<file path="src/rtl/bcd_converter_seq.sv">
// Sequential double-dabble binary-to-BCD converter, one input bit per clock; done arrives WIDTH cycles after start is accepted.
// Optional active-low seven-segment decode of the result is compiled in with BCD_SEG7_EN.
module bcd_converter_seq #(
    parameter int WIDTH  = 16,
    parameter int DIGITS = 5
) (
    input  logic                  clk,
    input  logic                  resetn,
    input  logic                  start,
    input  logic [WIDTH-1:0]      bin,
    output logic                  busy,
    output logic                  done,
    output logic [4*DIGITS-1:0]   bcd,
    output logic                  overflow
`ifdef BCD_SEG7_EN
    ,
    output logic [7*DIGITS-1:0]   seg
`endif
);

    localparam int AW = 4 * DIGITS;
    localparam int CW = $clog2(WIDTH + 1);

    typedef enum logic {IDLE, SHIFT} state_t;

    state_t          state, state_nxt;
    logic [WIDTH-1:0] sreg;
    logic [AW-1:0]   acc, adj, acc_nxt;
    logic [CW-1:0]   cnt;
    logic            ovf_i, ovf_nxt;
    logic            armed;
    logic            accept, last;

    // armed stays low for the first edge after reset release, so a start
    // presented in the same cycle as the release is not taken.
    assign accept = (state == IDLE) && start && armed;
    assign last   = (state == SHIFT) && (cnt == CW'(1));
    assign busy   = (state == SHIFT);

    always_ff @(posedge clk or negedge resetn) begin
        if (!resetn) begin
            state <= IDLE;
        end else begin
            state <= state_nxt;
        end
    end

    always_comb begin
        state_nxt = state;
        case (state)
            IDLE:    if (accept) state_nxt = SHIFT;
            SHIFT:   if (last)   state_nxt = IDLE;
            default: state_nxt = IDLE;
        endcase
    end

    always_comb begin
        adj = acc;
        for (int k = 0; k < DIGITS; k++) begin
            if (acc[4*k +: 4] >= 4'd5) begin
                adj[4*k +: 4] = acc[4*k +: 4] + 4'd3;
            end
        end
    end

    assign acc_nxt = {adj[AW-2:0], sreg[WIDTH-1]};
    assign ovf_nxt = ovf_i | adj[AW-1];

    always_ff @(posedge clk or negedge resetn) begin
        if (!resetn) begin
            sreg     <= '0;
            acc      <= '0;
            cnt      <= '0;
            ovf_i    <= 1'b0;
            bcd      <= '0;
            overflow <= 1'b0;
            done     <= 1'b0;
            armed    <= 1'b0;
        end else begin
            armed <= 1'b1;
            done  <= 1'b0;
            if (accept) begin
                sreg  <= bin;
                acc   <= '0;
                cnt   <= CW'(WIDTH);
                ovf_i <= 1'b0;
            end else if (state == SHIFT) begin
                sreg  <= sreg << 1;
                acc   <= acc_nxt;
                cnt   <= cnt - CW'(1);
                ovf_i <= ovf_nxt;
                if (last) begin
                    bcd      <= acc_nxt;
                    overflow <= ovf_nxt;
                    done     <= 1'b1;
                end
            end
        end
    end

`ifdef BCD_SEG7_EN
    function automatic logic [6:0] seg7(input logic [3:0] d);
        case (d)
            4'd0:    seg7 = 7'h40;
            4'd1:    seg7 = 7'h79;
            4'd2:    seg7 = 7'h24;
            4'd3:    seg7 = 7'h30;
            4'd4:    seg7 = 7'h19;
            4'd5:    seg7 = 7'h12;
            4'd6:    seg7 = 7'h02;
            4'd7:    seg7 = 7'h78;
            4'd8:    seg7 = 7'h00;
            4'd9:    seg7 = 7'h10;
            default: seg7 = 7'h7F;
        endcase
    endfunction

    for (genvar k = 0; k < DIGITS; k++) begin : g_seg
        assign seg[7*k +: 7] = seg7(bcd[4*k +: 4]);
    end
`endif

endmodule

</file>
<file path="config.mk">
export PLATFORM = sky130hd
export DESIGN_NAME = bcd_converter_seq
export DESIGN_NICKNAME = d
export VERILOG_FILES = /design/src/rtl/bcd_converter_seq.sv
export SDC_FILE = /design/constraint.sdc
export NUM_CORES = 1
export LEC_CHECK = 0
export BUFFER_PORTS_ARGS = -buffer_cell sky130_fd_sc_hd__buf_2
export CAP_MARGIN = 30
export CELL_PAD_IN_SITES_DETAIL_PLACEMENT = 0
export CELL_PAD_IN_SITES_GLOBAL_PLACEMENT = 1
export CORE_ASPECT_RATIO = 1.1
export CORE_MARGIN = 3
export CORE_UTILIZATION = 35
export CTS_CLUSTER_SIZE = 25
export DETAILED_ROUTE_END_ITERATION = 12
export PLACE_DENSITY_LB_ADDON = 0.1
export RECOVER_POWER = 100
export SYNTH_ARGS = -nofsm -noshare
export SYNTH_HDL_FRONTEND = slang
export SYNTH_SLANG_ARGS = --single-unit
</file>
<file path="constraint.sdc">
create_clock -name clk -period 1.43 [get_ports clk]
set_input_delay 0.0715 -clock clk [delete_from_list [all_inputs] [get_ports clk]]
set_output_delay 0.0715 -clock clk [all_outputs]
set_load 0.01 [all_outputs]
</file>
==> Word level (Yosys, flattened, before mapping) <==
Cells that the tools add are included.
{ "totals": {"register_bits": 66, "latch_bits": 0, "ram_bits": 0, "rom_bits": 0, "in_bits": 19, "out_inout_bits": 23, "word_cells": 48, "n_memories": 0} }
{ "classes": {"add_sub_neg": 6, "mul": 0, "div_mod_pow": 0, "n_lt_le_gt_ge": 5, "n_eq_ne": 1, "shift": 0, "muxes": 19, "bitwise": 3, "reduce_logical": 5} }
{ "ops": {"columns": ["cell", "n"], "rows": [
  ["$mux W20", 2],
  ["$mux W16", 2],
  ["$add A4 B2 Y4 const B", 5],
  ["$ge A4 B3 Y1 const B", 5],
  ["$mux W4", 5],
  ["$mux W5", 2],
  ["$mux W1", 7],
  ["$eq A5 B1 Y1 const B", 1],
  ["$sub A5 B1 Y5 const B", 1],
  ["$logic_and A1 B1 Y1", 3],
  ["$reduce_and A3 Y1", 1],
  ["$not A1 Y1", 2],
  ["$pmux W1 S2", 1],
  ["$reduce_bool A2 Y1", 1],
  ["$or A1 B1 Y1", 1]
]} }

==> Logic depth before layout (Yosys ltp) <==
{ "logic_depth": {"ltp_word": 5, "ltp_mapped": 6, "mapped_depth_nobuf": 6} }

==> Worst setup path before layout <==
Ideal clock, no wire load.
{ "synth_timing": {"path_kind": "register to register", "startpoint": "reg acc[12]", "endpoint": "reg bcd[14]", "setup_ps": 127, "arrival_time_ps": 1310, "required_ps": 1303, "setup_slack_ps": -7, "stages_incl_launch_ff": 6, "n_path_buf": 0, "synth_period_minus_slack_ps": 1437, "cell_sequence": "dfrtp_1 > ha_1 > nand2b_1 > a21oi_2 > mux2i_1 > mux2_1"} }
{ "synth_via": {"elab_chain_len": 2, "elab_cells_between_ends": 3, "classes_between": "add/sub: 1; order compare: 1; mux: 1"} }
{ "synth_rtl": {"columns": ["item", "line_no", "text"], "rows": [
  ["from (decl)", "28", "logic [AW-1:0] acc, adj, acc_nxt;"],
  ["from (signal assigned)", "89", "acc <= acc_nxt;"],
  ["$add A4 B2 Y4 / $ge A4 B3 Y1 (equally long branches)", "61, 60", null],
  ["$mux W4 *", "60", "if (acc[4*k +: 4] >= 4'd5) begin"],
  ["to (signal assigned)", "93", "bcd <= acc_nxt;"],
  ["to (decl)", "13", "output logic [4*DIGITS-1:0] bcd,"]
]} }
Mark *: on every way between the ends. The rest lies on a longest branch, timed or not.
A chain may end at the register's enable or synchronous reset.

==> Worst setup path after layout <==
Same ends and word-level chain as after synthesis.

==> summary.md <==
| Metric | Value |
|---|---|
| Worst setup startpoint | acc[12]$_DFFE_PN0P_ |
| R2r endpoint | bcd[14]$_DFFE_PN0P_ |
| Worst vdd ir | 743.4 uV |
| Setup TNS | -0.01734 ns |
| Met3 Use GR | 0.02887 |
| P_leak | 0.001992 uW |
| Critical path type | reg2reg |
| CTS H-tree lvls | 3 |
| Worst setup SP type | flop |
| Die ar. | just over 0.01 mm^2 |
| Mapped Avg Cell Area | 11.29 um^2 |
| Status | complete, but fails checks |
| Via density | 4.825 |
| Crit path DAT | roughly 1.7 ns |
| Clock Latency Late Sink | around 0.33 ns |
| Starting Density | 0.3690 |
| Congestion Overflow GR | 0 |
| Vert. Die Dim | around 110 um |
| GRT met1 Usage | 0.1879 |
| Pins Over Slew Limit | 0 |
| FFs w/ async S/R, synth | 1.000 |
| Die Wd | 96.93 um |
| Fmax | 691.4 MHz |
| Number of port buffers | 41 |
| Post-synthesis cell type count | 33 |
| Fin cells | 474 |
| Post-synth EDFFs | 0 |
| Setup ws final | -0.01638 ns |
| Top Usage Layer GRT | met2 |
| CP max FO | 3 |
| GR Util All Layers | 0.1400 |
| Worst Reg-to-Reg Cells | 5 |
| FF-to-FF Start | acc[12]$_DFFE_PN0P_ |
| Worst hold start | bin[3] |
| Final net count | 390 |
| Routed Antenna Nets | 0 |
| Crit path to | bcd[14]$_DFFE_PN0P_ |
| Slew of the pin with the lowest slew margin | 1.116 ns |
| Net count after synthesis | 313 |
| Fin crit share | 1.011 |
| First-pass GRT wire length | 11.77 mm |
| Reg clk slew, reported paths | around 0.07 ns |
| CTS Sinks | 66 |
| GRT met2 Usage | 0.2199 |
| Hpwl dp | 4.306 mm |
| DR pass1 iterations | 4 |
| Final GP Congestion | 0.7234 |
| DRC | 0 |
| Reg2Reg Setup Slack | -0.02 ns |
| Starting DRT DRC Count | 49 |
| Failing checks | negative setup slack |
| FILL cells | roughly 800 |
| Post-layout power | 9948 uW |
| Num rows | 35 |
| Setup Viol. Count Final | 2 |
| Commonest non-fill, non-tap cell in the layout | dfrtp_1 |
| Rel. slew slack | 0.2563 |
| Largest net degree at the start of global routing | 40 |
| CTS tree | done |
| Placed instance count | 450 |
| Synthesized area | 0.003183 mm^2 |
| Crit path time final | between 1 and 1.5 ns |
| Yosys warnings | 0 |
| Clock Skew | 0.01127 ns |
| RSZ-0062 raised after global routing | yes |
| Layout cell share with drive strength beyond 1 | 0.3140 |
| Wire length per cell | approximately 14 um |
| Synthesized flop and latch total | 66 |
| Synthesized instance count | ~280 |
| CTS buffer count | 9 |
| Cell Pwr Density | about 2400 mW/mm^2 |
| Most frequent cells in the layout | dfrtp_1 (65), nand2_1 (33), o21ai_0 (29), buf_4 (29), clkbuf_1 (26) |
| Vias post-DR | 2,287 |
| Hold Path Class | in2reg |
| Clock buffer depth | 2 |
| Top FF cell, synth | dfrtp_1 |
| Routed WL | 6.767 mm |
| Hold Vio Cnt, Final | 0 |
| Required @ worst endpoint | between 1.5 and 2 ns |
| Seq/Total Area, Yosys | 0.5189 |
| Clock root cell | clkbuf_8 |
| Vias in the first global route | 2,409 |
| Antenna diodes | 0 |
| Core area | ~0.0086 mm^2 |
| Layout Area Growth over Synthesis | 30.62% |
| Initial antenna violation count | 0 |
| # IOs | 42 |
| CP endpoint kind | flop |
| Max cap viols | 0 |
## worst min-delay path by stage
stage                     depth (start not counted)                    to
after floorplan                                   0    acc[0]$_DFFE_PN0P_
after global placement                            1        done$_DFF_PN0_
after detailed placement                          1        done$_DFF_PN0_
after CTS                                         3   sreg[3]$_DFFE_PN0P_
after global routing                              3  sreg[14]$_DFFE_PN0P_
final                                             3   sreg[3]$_DFFE_PN0P_
## per-layer routing
metal | vias to the layer above | share of wire
met5 | - | 0
met4 | 0 | 0.013
met3 | 9 | 0.029
met2 | 34 | 0.48
met1 | 1110 | 0.48
li1 | 1134 | -
## cell families (layout without fill, tap and decap cells)
logic type / after synthesis / count (layout) / synth area share
xor+xnor: 6 / 6 / 0.01651
fa+ha+maj: 12 / 12 / 0.04717
buf+inv: 25 / 106 / 0.04127
other cells: 1 / 1 / 0.001178
compound gates: 73 / 73 / 0.1494
flops: 66 / 66 / 0.5189
mux: 37 / 37 / 0.1274
simple gates: 62 / 62 / 0.09827
## through the flow
stage	setup slack [ns]	cell area, um^2	utilization	hold slack (ns)
2_1_floorplan	-0.005947	3183	-	-0.2241
3_5_place_dp	-0.06132	3709	0.4299	0.05977
6_report	-0.01638	4158	0.4819	0.02593
4_1_cts	-0.02578	4089	0.4740	0.003272
3_3_place_gp	-0.06177	3709	0.4299	0.04960
5_1_grt	-0.09257	4158	0.4819	0.02992
## synthesized netlist by cell type (all sizes together) (2+ instances only)
library cell	number	area, um^2
a22o	19	166.4
o21ai	34	170.2
mux2	16	195.2
nor2	7	28.78
a21oi	14	92.59
inv	13	51.30
dfrtp	66	1652
buf	10	72.57
nor3b	3	22.52
nand2b	9	56.30
and2	4	25.02
clkbuf	2	7.510
a21o	4	30.03
mux2i	21	210.2
nand2	34	135.1
xnor2	5	43.79
nand3	2	10.01
ha	12	150.1
## registers in the layout, indices dropped and copies added (netlist names)
register  cells
sreg         16
armed         1
cnt           5
bcd          20
busy          1
overflow      1
acc          20
done          1
ovf_i         1
## what timing repair did
action | 4_1_cts | 5_1_grt
hold buffers | 2 | 0
endpoints found under the hold margin | 17 | 0
buffers inserted | 4 | 3
endpoints found under the setup margin | 21 | 25
pin swaps | 6 | 5
gates resized for setup | 23 | 27
## power breakdown
group	internal, uW	switching, uW	total, uW
logic	2600	2280	4880
registers	2650	644	3300
clock network	1070	697	1770
total	6330	3620	9950
## worst max-delay path: stages (launching register included)
cell	delay [ns]
dfrtp_2	0.44
ha_4	0.16
nand2b_4	0.15
a21oi_4	0.20
mux2i_2	0.27
mux2_4	0.18
## area by class of cell
| class | instances | area [um^2] | share of cell area |
|---|---|---|---|
| clock buffer | 13 | 158.9 | 0.03822 |
| clock inverter | 2 | 60.06 | 0.01444 |
| inverter | 13 | 61.31 | 0.01475 |
| multi-input combinational | 191 | 1587 | 0.3816 |
| sequential | 66 | 1653 | 0.3975 |
| tap | 111 | 138.9 | 0.03340 |
| timing repair buffer | 78 | 499.2 | 0.1201 |
(Power assumes the default switching activity.)
